## src/rtl/program_loader_pkg.sv

```systemverilog
// Shared types and constants for the program loader: FSM state encoding,
// default program-length limit and the byte/word widths of the load stream.
package program_loader_pkg;

  localparam int BYTE_W = 8;
  localparam int WORD_W = 16;
  localparam int unsigned DEF_MAX_WORDS = 1024;

  typedef enum logic [3:0] {
    S_IDLE,
    S_LEN_HI,
    S_LEN_LO,
    S_DAT_HI,
    S_DAT_LO,
    S_WR,
    S_SUM_HI,
    S_SUM_LO,
    S_DONE,
    S_ERR
  } state_t;

endpackage

```

## src/rtl/program_loader_if.sv

```systemverilog
// Byte stream in and memory write port out; the loader sits on the slave side.
// In_Ready is the only backpressure path; the memory write port has none.
interface program_loader_if #(parameter int ADDR_W = 16);
  import program_loader_pkg::*;

  logic [BYTE_W-1:0] In_Data;
  logic              In_Valid;
  logic              In_Ready;
  logic [ADDR_W-1:0] Mem_Addr;
  logic [WORD_W-1:0] Mem_Data;
  logic              Mem_Write;

  modport master (
    output In_Data, In_Valid,
    input  In_Ready, Mem_Addr, Mem_Data, Mem_Write
  );

  modport slave (
    input  In_Data, In_Valid,
    output In_Ready, Mem_Addr, Mem_Data, Mem_Write
  );

endinterface

```

## src/rtl/program_loader_byte_assembler.sv

```systemverilog
// Byte-pair to big-endian word assembler: latches the high byte, presents the word
// combinationally with the low byte in the same cycle it transfers (zero latency, no backpressure).
module byte_assembler
  import program_loader_pkg::*;
(
  input  logic              CLK,
  input  logic              RST,
  input  logic              xfer,
  input  logic              sel_lo,
  input  logic [BYTE_W-1:0] byte_dat,
  output logic [WORD_W-1:0] word_dat,
  output logic              word_vld
);

  logic [BYTE_W-1:0] hi_q;

  always_ff @(posedge CLK) begin
    if (RST) begin
      hi_q <= '0;
    end else if (xfer && !sel_lo) begin
      hi_q <= byte_dat;
    end
  end

  // The low byte never needs storing: the FSM consumes the word on the same edge.
  assign word_dat = {hi_q, byte_dat};
  assign word_vld = xfer & sel_lo;

endmodule

```

## src/rtl/program_loader.sv

```systemverilog
// Loads a length-prefixed, checksummed big-endian word stream into processor memory.
// Min 3*L+4 cycles per load; In_Ready drops during the write cycle and after DONE/ERR.
module program_loader
  import program_loader_pkg::*;
#(
  parameter int          ADDR_W    = 16,
  parameter int unsigned MAX_WORDS = DEF_MAX_WORDS
) (
  input  logic             CLK,
  input  logic             RST,
  input  logic             Start,
  program_loader_if.slave  bus,
  output logic             CPU_RST,
  output logic             Done,
  output logic             Err
);

  state_t            state;
  logic [WORD_W-1:0] len_q;
  logic [WORD_W-1:0] sum_q;
  logic [WORD_W-1:0] word_cnt;
  logic [ADDR_W-1:0] addr_cnt;
  logic [WORD_W-1:0] word_dat;
  logic              word_vld;
  logic              xfer;
  logic              sel_lo;

  assign xfer   = bus.In_Valid & bus.In_Ready;
  assign sel_lo = (state == S_LEN_LO) || (state == S_DAT_LO) || (state == S_SUM_LO);

  byte_assembler u_asm (
    .CLK      (CLK),
    .RST      (RST),
    .xfer     (xfer),
    .sel_lo   (sel_lo),
    .byte_dat (bus.In_Data),
    .word_dat (word_dat),
    .word_vld (word_vld)
  );

  // Outputs are registered alongside each state transition so they track the state exactly.
  always_ff @(posedge CLK) begin
    if (RST) begin
      state        <= S_IDLE;
      len_q        <= '0;
      sum_q        <= '0;
      word_cnt     <= '0;
      addr_cnt     <= '0;
      bus.In_Ready <= 1'b0;
      bus.Mem_Write <= 1'b0;
      bus.Mem_Addr <= '0;
      bus.Mem_Data <= '0;
      CPU_RST      <= 1'b1;
      Done         <= 1'b0;
      Err          <= 1'b0;
    end else begin
      case (state)
        S_IDLE, S_DONE, S_ERR: begin
          if (Start) begin
            state        <= S_LEN_HI;
            sum_q        <= '0;
            word_cnt     <= '0;
            addr_cnt     <= '0;
            bus.In_Ready <= 1'b1;
            CPU_RST      <= 1'b1;
            Done         <= 1'b0;
            Err          <= 1'b0;
          end
        end
        S_LEN_HI: if (xfer) state <= S_LEN_LO;
        S_LEN_LO: begin
          if (word_vld) begin
            len_q <= word_dat;
            if (word_dat == '0) begin
              state <= S_SUM_HI;
            end else if (32'(word_dat) > MAX_WORDS) begin
              state        <= S_ERR;
              bus.In_Ready <= 1'b0;
              Err          <= 1'b1;
            end else begin
              state <= S_DAT_HI;
            end
          end
        end
        S_DAT_HI: if (xfer) state <= S_DAT_LO;
        S_DAT_LO: begin
          if (word_vld) begin
            state         <= S_WR;
            bus.In_Ready  <= 1'b0;
            bus.Mem_Write <= 1'b1;
            bus.Mem_Addr  <= addr_cnt;
            bus.Mem_Data  <= word_dat;
            sum_q         <= sum_q + word_dat;
          end
        end
        S_WR: begin
          bus.Mem_Write <= 1'b0;
          bus.In_Ready  <= 1'b1;
          addr_cnt      <= addr_cnt + ADDR_W'(1);
          word_cnt      <= word_cnt + 16'd1;
          state         <= (word_cnt + 16'd1 == len_q) ? S_SUM_HI : S_DAT_HI;
        end
        S_SUM_HI: if (xfer) state <= S_SUM_LO;
        S_SUM_LO: begin
          if (word_vld) begin
            bus.In_Ready <= 1'b0;
            if (word_dat == sum_q) begin
              state   <= S_DONE;
              Done    <= 1'b1;
              CPU_RST <= 1'b0;
            end else begin
              state <= S_ERR;
              Err   <= 1'b1;
            end
          end
        end
        default: begin
          state         <= S_IDLE;
          bus.In_Ready  <= 1'b0;
          bus.Mem_Write <= 1'b0;
          CPU_RST       <= 1'b1;
          Done          <= 1'b0;
          Err           <= 1'b0;
        end
      endcase
    end
  end

endmodule

```

## src/flat_wrapper.sv

```systemverilog
// flat-port wrapper written by rule: the top's interface ports become plain ports
module program_loader_flat import program_loader_pkg::*;
#(
  parameter int          ADDR_W    = 16,
  parameter int unsigned MAX_WORDS = DEF_MAX_WORDS
)
  (CLK, RST, Start, CPU_RST, Done, Err, bus_In_Data, bus_In_Valid, bus_In_Ready, bus_Mem_Addr, bus_Mem_Data, bus_Mem_Write);
  program_loader_if #(.ADDR_W(ADDR_W)) bus_i ();
  input  logic CLK;
  input  logic RST;
  input  logic Start;
  output logic CPU_RST;
  output logic Done;
  output logic Err;
  input wire logic [$bits(bus_i.In_Data)-1:0] bus_In_Data;
  input wire logic [$bits(bus_i.In_Valid)-1:0] bus_In_Valid;
  output wire logic [$bits(bus_i.In_Ready)-1:0] bus_In_Ready;
  output wire logic [$bits(bus_i.Mem_Addr)-1:0] bus_Mem_Addr;
  output wire logic [$bits(bus_i.Mem_Data)-1:0] bus_Mem_Data;
  output wire logic [$bits(bus_i.Mem_Write)-1:0] bus_Mem_Write;
  assign bus_i.In_Data = bus_In_Data;
  assign bus_i.In_Valid = bus_In_Valid;
  assign bus_In_Ready = bus_i.In_Ready;
  assign bus_Mem_Addr = bus_i.Mem_Addr;
  assign bus_Mem_Data = bus_i.Mem_Data;
  assign bus_Mem_Write = bus_i.Mem_Write;
  program_loader #(.ADDR_W(ADDR_W), .MAX_WORDS(MAX_WORDS)) u_core (.CLK(CLK), .RST(RST), .Start(Start), .bus(bus_i), .CPU_RST(CPU_RST), .Done(Done), .Err(Err));
endmodule
```

## config.mk

```make
export PLATFORM = sky130hd
export DESIGN_NAME = program_loader_flat
export DESIGN_NICKNAME = d
export VERILOG_FILES = /design/src/rtl/program_loader_pkg.sv /design/src/rtl/program_loader_if.sv /design/src/rtl/program_loader_byte_assembler.sv /design/src/rtl/program_loader.sv /design/src/flat_wrapper.sv
export SDC_FILE = /design/constraint.sdc
export NUM_CORES = 1
export LEC_CHECK = 0
export BUFFER_PORTS_ARGS = -buffer_cell sky130_fd_sc_hd__buf_2
export CORE_MARGIN = 5
export CORE_UTILIZATION = 60
export CTS_CLUSTER_SIZE = 20
export DETAILED_ROUTE_END_ITERATION = 16
export GPL_ROUTABILITY_DRIVEN = 0
export MAX_ROUTING_LAYER = met4
export PLACE_DENSITY = 0.91
export SYNTH_ARGS = -nofsm -noshare
export SYNTH_HDL_FRONTEND = slang
export SYNTH_SLANG_ARGS = --single-unit
```

## constraint.sdc

```tcl
create_clock -name CLK -period 2.7 [get_ports CLK]
set_clock_uncertainty 0.05 [all_clocks]
set_input_delay 0.135 -clock CLK [delete_from_list [all_inputs] [get_ports CLK]]
set_output_delay 0.135 -clock CLK [all_outputs]
set_load 0.02 [all_outputs]
```

==> results of run 1 <==
-- kinds of logic after synthesis --
logic type | count (synthesis)
flops | 113
simple gates | 344
mux | 13
fa+ha+maj | 18
compound gates | 177
xor+xnor | 35
buf+inv | 53
-- repair_timing --
action,4_1_cts,5_1_grt
resized for setup,0,4
endpoints found under the setup margin,0,4
endpoints found under the hold margin,25,0
hold buffers,9,0
-- critical path: stages (launching register included) --
cell and delay, ns:
dfxtp_1 0.35, ha_1 0.28, fa_1 0.49, a211o_1 0.34
o211ai_1 0.23, nand2_1 0.13, a41oi_1 0.32, o21ai_0 0.17
xnor2_1 0.16, o31ai_1 0.21
-- sequential cells by signal (all words and copies together), names as in the netlist, 4 cells and up --
register / flops
u_core.bus.Mem_Addr: 16
u_core.addr_cnt: 16
u_core.bus.Mem_Data: 16
u_core.word_cnt: 16
u_core.u_asm.hi_q: 8
u_core.state: 4
u_core.len_q: 16
u_core.sum_q: 16
-- where the power goes --
| part | internal, mW | switching, mW | total (mW) |
|---|---|---|---|
| Clock | 1.70 | 0.896 | 2.59 |
| Sequential | 1.68 | 0.0186 | 1.70 |
| Combinational | 0.0775 | 0.167 | 0.245 |
-- metal layers --
metal	wire length [microns]	track usage	part of all wire
met1	7010	0.380	0.34
met3	2470	0.0947	0.12
met4	1670	0.221	0.082
met5	0	-	0
met2	9380	0.560	0.46
-- layout make-up --
| type | instances | area (sq um) | area share |
|---|---|---|---|
| timing repair buffer | 74 | 460 | 0.0660 |
| inverter | 5 | 18.8 | 0.00269 |
| clock inverter | 15 | 258 | 0.0369 |
| sequential | 113 | 2260 | 0.324 |
| multi-input combinational | 587 | 3400 | 0.487 |
| clock buffer | 17 | 414 | 0.0593 |
| tap | 133 | 166 | 0.0238 |
-- synth_stat cells (7+ instances only) --
cell,number
a22oi_1,15
nor2_1,81
o21ai_0,24
ha_1,17
and3_1,10
nand2b_1,9
nand4_1,7
xor2_1,10
nor4_1,10
xnor2_1,24
nand3_1,20
nand2_1,145
clkbuf_1,36
a21oi_1,94
dfxtp_1,113
nor3_1,18
or3_1,7
mux2i_1,10
-- worst paths after layout --
| path | end | depth (start not counted) |
|---|---|---|
| max reg2reg | u_core.sum_q[14] | 9 |
| min | u_core.word_cnt[5] | 2 |
| max | u_core.sum_q[14] | 9 |
| min reg2reg | u_core.bus.Mem_Addr[1] | 2 |
-- through the flow --
stage	hold WS [ns]	TNS (ns)	cells	cell area, sq um
after floorplan	0.190	0	753	5900
after global placement	0.377	0	903	6200
after detailed placement	0.383	0	903	6200
after CTS	0.00646	0	944	6960
after global routing	0.0278	-0.691	944	6980
final	0.0137	-0.477	944	6980
==> impl_results.md, run 1 <==
* Port bufs at 48
* CP max FO at 4
* Pre-CTS setup slack at between 0.2 and 0.3 ns
* Fin crit share at 1.05
* Fraction of layout cells with a size suffix above 1 at 0.148
* Largest net degree at the start of global routing at between 50 and 60
* Largest family of logic cells by synthesized area: simple AND/OR/NAND/NOR gates
* Most used DFF post-synth: dfxtp_1
* Crit path capture type: flop
* Via count at roughly 6600
* YS warnings at 0
* Fraction of registers with async set/reset at 0
* RR Startpoint: u_core.sum_q[0]
* Initial Util at 0.610
* Final Hold Vio Count at 0
* Seq/Total Area, Yosys at 0.383
* Filler Cells Inserted at about 560
* Status: finished with violations
* Startpoint Class: flop
* Drt pass-1 iters at 8
* Power density over the cells at approximately 650 nW/um^2
* Fin nets at a little over 800
* Path type of the worst setup path: reg2reg
* CTS tree: yes
* Worst path required time at roughly 3.1 ns
* Minimum clock period at 2.83 ns
* Cell Area, Synth at roughly 5900 sq um
* GRT Total Usage at 0.348
* Setup violations, final at 6
* First-pass GRT wire length at roughly 31000 microns
* Cts bufs inserted at 17
* Synth Area in XOR/XNOR at 0.0545
* Critical path arrival at about 3.2 ns
* Placed wire-length estimate at ~10000 microns
* Yosys top cell area share at 0.383
* Hold Path Class: in2reg
* Number of top-level pins at around 50
* Clock Sinks at 113
* Fmax at between 300 and 400 MHz
* Initial DRC count at about 1200
* Hold Startpoint: RST
* R2R setup slack at -0.13 ns
* Setup bufs post-CTS at 0
* Area leader, netlist: dfxtp_1
* Fin util at 0.721
* EDFF count, synth at 0
* Die Area at roughly 12000 sq um
* Clk buf depth at 2
* Mapped Cells at about 750
* Failing checks: negative setup slack
* Final worst slack at -0.129 ns
* Multiplexer area fraction after synthesis at 0.0227
* Ranking of synthesized cells by area: dfxtp_1 (38%), nand2_1 (9.2%), a21oi_1 (8.0%)
* Max Slew Vio Count at 0
* Syn avg cell area at 7.84 sq um
* Die X at roughly 110 microns
* Max-slew headroom at 0.559
* Vias/cell at approximately 7
* Die Y at roughly 110 microns
* Row count at 36
* Adder-cell share of the synthesized area at 0.0394
* Residual DRC count at 0
* Peak supply drop at around 560 uV
* Power, Total at roughly 4.5 mW
* Synth Area in Compound Gates at 0.178
* Vias in the first global route at 6194
* FF+latch count, synth at ~110
* Clock root buffer: clkbuf_8
* Mapped Nets at roughly 780
* Actual slew at the worst max-slew pin at 0.662 ns
* Commonest non-fill, non-tap cell in the layout: nand2_1
* Clock transition at the registers of the reported paths at ~0.070 ns
* Htree depth at 4
* Worst Setup SP: u_core.sum_q[0]
* Yosys cell types at 64
* Antenna violations before repair at 0
* Antenna cells at 0
* Worst-Skew Late Latency at roughly 0.55 ns
* Area Growth Syn to Fin at 18.2%
* Core footprint at ~9700 sq um
* Post-synthesis simple-gate area fraction at 0.277
* Leakage power at approximately 2.8 nW
* Most frequent cells in the layout: nand2_1 (145), dfxtp_1 (113), a21oi_1 (93), nor2_1 (81), buf_2 (47)
* Max cap viols at 0
* Drt wl/cell at between 20 and 25 microns
* Routed Antenna Nets at 0
* Total routed wirelength at 20500 microns
* Remaining Overflow, GRT at 0
Note: power is estimated with default switching activity, not from simulation.
==> inputs of run 2 (changes only) <==
- SYNTH_HIERARCHICAL: default -> 1
==> run 2 against run 1 <==
Net effect: maximum frequency rose by 5.9%; the flow now finishes without violations; highest routed layer unchanged; global-route usage rose by 1.3 points; largest power group unchanged; first-iteration DRC count rose by 8.1%.
==> impl_results.md, run 2 <==
* Status: finished, final reports clean
* Power density over the cells at 705 nW/um^2 (+8.4%)
* Residual DRC count at 0 (unchanged)
* Antenna violations before repair at 0 (unchanged)
* P_sw at 1.54 mW (+43%)
* Top layer in use: met4
* Filler Cells Inserted at 610 (+8.2%)
* Seq/Total Area, Yosys at 0.374 (-0.00873)
* WL met2 at 9610 microns (+2.5%)
* Top cells by count, synth: dfxtp_1 (113), nand2_1 (105), nor2_1 (86), a21oi_1 (84), clkbuf_1 (31)
* Placed wire-length estimate at 11200 microns (+8.3%)
* Clk pwr share at 0.474 (-0.098)
* Fraction of layout cells with a size suffix above 1 at 0.174 (+0.0265)
* Final Hold Vio Count at 0 (unchanged)
* Clock transition at the registers of the reported paths at 0.06 ns (about the same)
* Dpl cells at 923 (+2.2%)
* Area Growth Syn to Fin at 19.4%
* Worst-Skew Late Latency at 0.53 ns (-0.02 ns)
* Number of top-level pins at 49 (unchanged)
* Cell Area, Synth at 6040 sq um (+2.3%)
* FF+latch count, synth at 113 (unchanged)
* Port bufs at 48 (unchanged)
* Cell Chain, Critical Path: buf_4 -> inv_2 -> nor3_1 -> nand2_1 -> nor2_2 -> nand4_1 -> or2_0 -> a21oi_1
* Initial Util at 0.615 (+0.00563)
* Peak supply drop at 583 uV (+3.4%)
* Reg2reg path depth at 8 (-1)
* Initial DRC count at 1300 (+8.1%)
* Core footprint at 9820 sq um (+1.4%)
* Setup violations, final at 0 (-6)
* RR Startpoint: u_core/state[0]
* Mapped Cells at 765 (+1.6%)
* Hold EP: u_core/len_q[13]
* Fin crit share at 0.989 (-0.0588)
* Hold Startpoint: RST
* Int Power at 3.54 mW (+2.5%)
* Worst path required time at 3.10 ns (about the same)
* Largest net degree at the start of global routing at 59 (+13%)
* Leakage power at 2.98 nW (+7.7%)
* Part of the power in registers at 0.349 (-0.025)
* Most frequent cells in the layout: nand2_1 (105), dfxtp_1 (104), a21oi_1 (83), nor2_1 (82), buf_2 (47)
* YS warnings at 6 (+6)
* Fin nets at 848 (+2.4%)
* WL met3 at 2800 microns (+13%)
* Logic gate share of total power at 0.177 (+0.123)
* Cts bufs inserted at 17 (unchanged)
* Top-count cell post-synth: dfxtp_1
* Minimum clock period at 2.67 ns (-0.159 ns)
* Crit path capture type: flop
* Yosys cell types at 62 (-3.1%)
* Die Y at 110 microns (+1.1%)
* CP peak stage delay at 0.54 ns (+0.05 ns)
* Row count at 36 (unchanged)
* Slowest-stage cell, CP: dfxtp_1
* Total routed wirelength at 21900 microns (+6.6%)
* Max Slew Vio Count at 0 (unchanged)
* EDFF count, synth at 0 (unchanged)
* Htree depth at 4 (unchanged)
* CP max FO at 9 (+5)
* Commonest non-fill, non-tap cell in the layout: nand2_1
* Via count at 6877 (+4.1%)
* Syn avg cell area at 7.90 sq um (+0.73%)
* Ranking of synthesized cells by area: dfxtp_1 (37%), a21oi_1 (7.0%), nand2_1 (6.5%)
* Post-Route M1 WL at 7380 microns (+5.2%)
* Most used DFF post-synth: dfxtp_1
* Drt pass-1 iters at 9 (+1)
* Vias/cell at 7.13 (+1.9%)
* Die X at 110 microns (+1.1%)
* Startpoint Class: flop
* R2R setup slack at 0.03 ns (+0.16 ns)
* Max-slew headroom at 0.620 (+0.0618)
* First-pass GRT wire length at 32800 microns (+4.5%)
* Die Area at 12200 sq um (+2.1%)
* Fin Setup TNS at 0 ns (+0.477 ns)
* Antenna cells at 0 (unchanged)
* Yosys top cell area share at 0.374 (-0.00873)
* Routed Antenna Nets at 0 (unchanged)
* GRT Total Usage at 0.361 (+0.0133)
* Sw Share at 0.303 (+0.0649)
* Path type of the worst setup path: reg2reg
* Hold Path Class: in2reg
* Clock root buffer: clkbuf_8
* Fraction of registers with async set/reset at 0 (unchanged)
* Mapped Nets at 795 (+1.5%)
* Critical path arrival at 3.07 ns (-0.17 ns)
* Clk buf depth at 2 (unchanged)
* Remaining Overflow, GRT at 0 (unchanged)
* Fmax at 374 MHz (+5.9%)
* Drt wl/cell at 22.7 microns (+4.4%)
* Area leader, netlist: dfxtp_1
* Reg2reg end: u_core/addr_cnt[8]
* Actual slew at the worst max-slew pin at 0.570 ns (-0.0926 ns)
* Worst hold stages at 2 (unchanged)
* Max cap viols at 0 (unchanged)
* CTS tree: yes
* Clock Sinks at 113 (unchanged)
* Vias in the first global route at 6427 (+3.8%)
* Non-Filler Instances at 964 (+2.1%)
-- run 2: changes by cell type in the layout (fill, tap and decap cells not counted), moves of 9 or more --
cell / delta
dfxtp_2: +9
xnor2_1: -9
buf_4: +14
a21oi_1: -10
dfxtp_1: -9
nand2_1: -40
-- run 2: layout make-up --
cell class / count / area, sq um / area share
Clock inverter: 14 / 204 / 0.0283
Multi-Input combinational cell: 584 / 3530 / 0.489
Sequential cell: 113 / 2270 / 0.315
Tap cell: 133 / 166 / 0.0231
Timing Repair Buffer: 88 / 576 / 0.0798
Inverter: 14 / 52.6 / 0.00728
Clock buffer: 18 / 418 / 0.0579
-- run 2: logic make-up after synthesis --
group | synth area share
AO/OA/AOI/OAI | 0.195
XOR/XNOR | 0.0449
buffers and inverters | 0.0509
AND/OR/NAND/NOR | 0.263
flip-flops | 0.374
multiplexers | 0.0338
adder cells (fa/ha/maj) | 0.0385
-- run 2: routing by layer --
metal	GRT usage	up-vias
met4	0.261	0
met1	0.403	3064
met5	-	-
met3	0.103	269
li1	-	2819
met2	0.553	725
-- run 2: power groups by stage --
stage / Sequential (mW) / Combinational [mW] / Clock (mW)
final: 1.78 / 0.902 / 2.41
after global routing: 1.77 / 0.941 / 2.49
after CTS: 1.77 / 0.828 / 2.39
after detailed placement: 1.80 / 0.780 / 0
after global placement: 1.79 / 0.753 / 0
after floorplan: 1.78 / 0.545 / 0
-- run 2: critical path: cells and delay by family (launching register included) --
kind / cells / cell delay (ns)
and+or+nand+nor: 5 / 1.55
buffers and inverters: 2 / 0.27
AOI/OAI and AO/OA: 1 / 0.19
DFF: 1 / 0.54
-- run 2: repair_timing --
action | 4_1_cts | 5_1_grt
resized for setup | 0 | 21
pin swaps | 1 | 2
setup buffers | 1 | 0
setup endpoints to repair | 1 | 8
hold endpoints to repair | 24 | 0
hold buffers | 8 | 0
-- run 2: worst max path at each step --
stage | start | endpoint | slack [ns] | cells after the start
3_5_place_dp | u_core/state[2] | u_core/state[3] | 0.06 | 11
6_report | u_core/state[0] | u_core/addr_cnt[8] | 0.03 | 8
3_3_place_gp | u_core/sum_q[0] | u_core/sum_q[14] | 0.20 | 10
5_1_grt | u_core/sum_q[0] | u_core/sum_q[14] | -0.03 | 10
2_1_floorplan | u_core/state[2] | u_core/state[3] | 0.07 | 15
4_1_cts | u_core/word_cnt[0] | u_core/state[2] | 0.08 | 8
-- run 2: stage by stage --
step                hold WS (ns)  area (sq um)  setup WS, ns   util  total power [mW]
floorplan                  0.252          6060        0.0749      -              2.33
global placement           0.390          6450         0.196  0.656              2.55
detailed placement         0.394          6450        0.0639  0.656              2.58
CTS                       0.0122          7160        0.0822  0.729              4.98
global route              0.0594          7220       -0.0324  0.735              5.20
finish                    0.0469          7220        0.0298  0.735              5.09
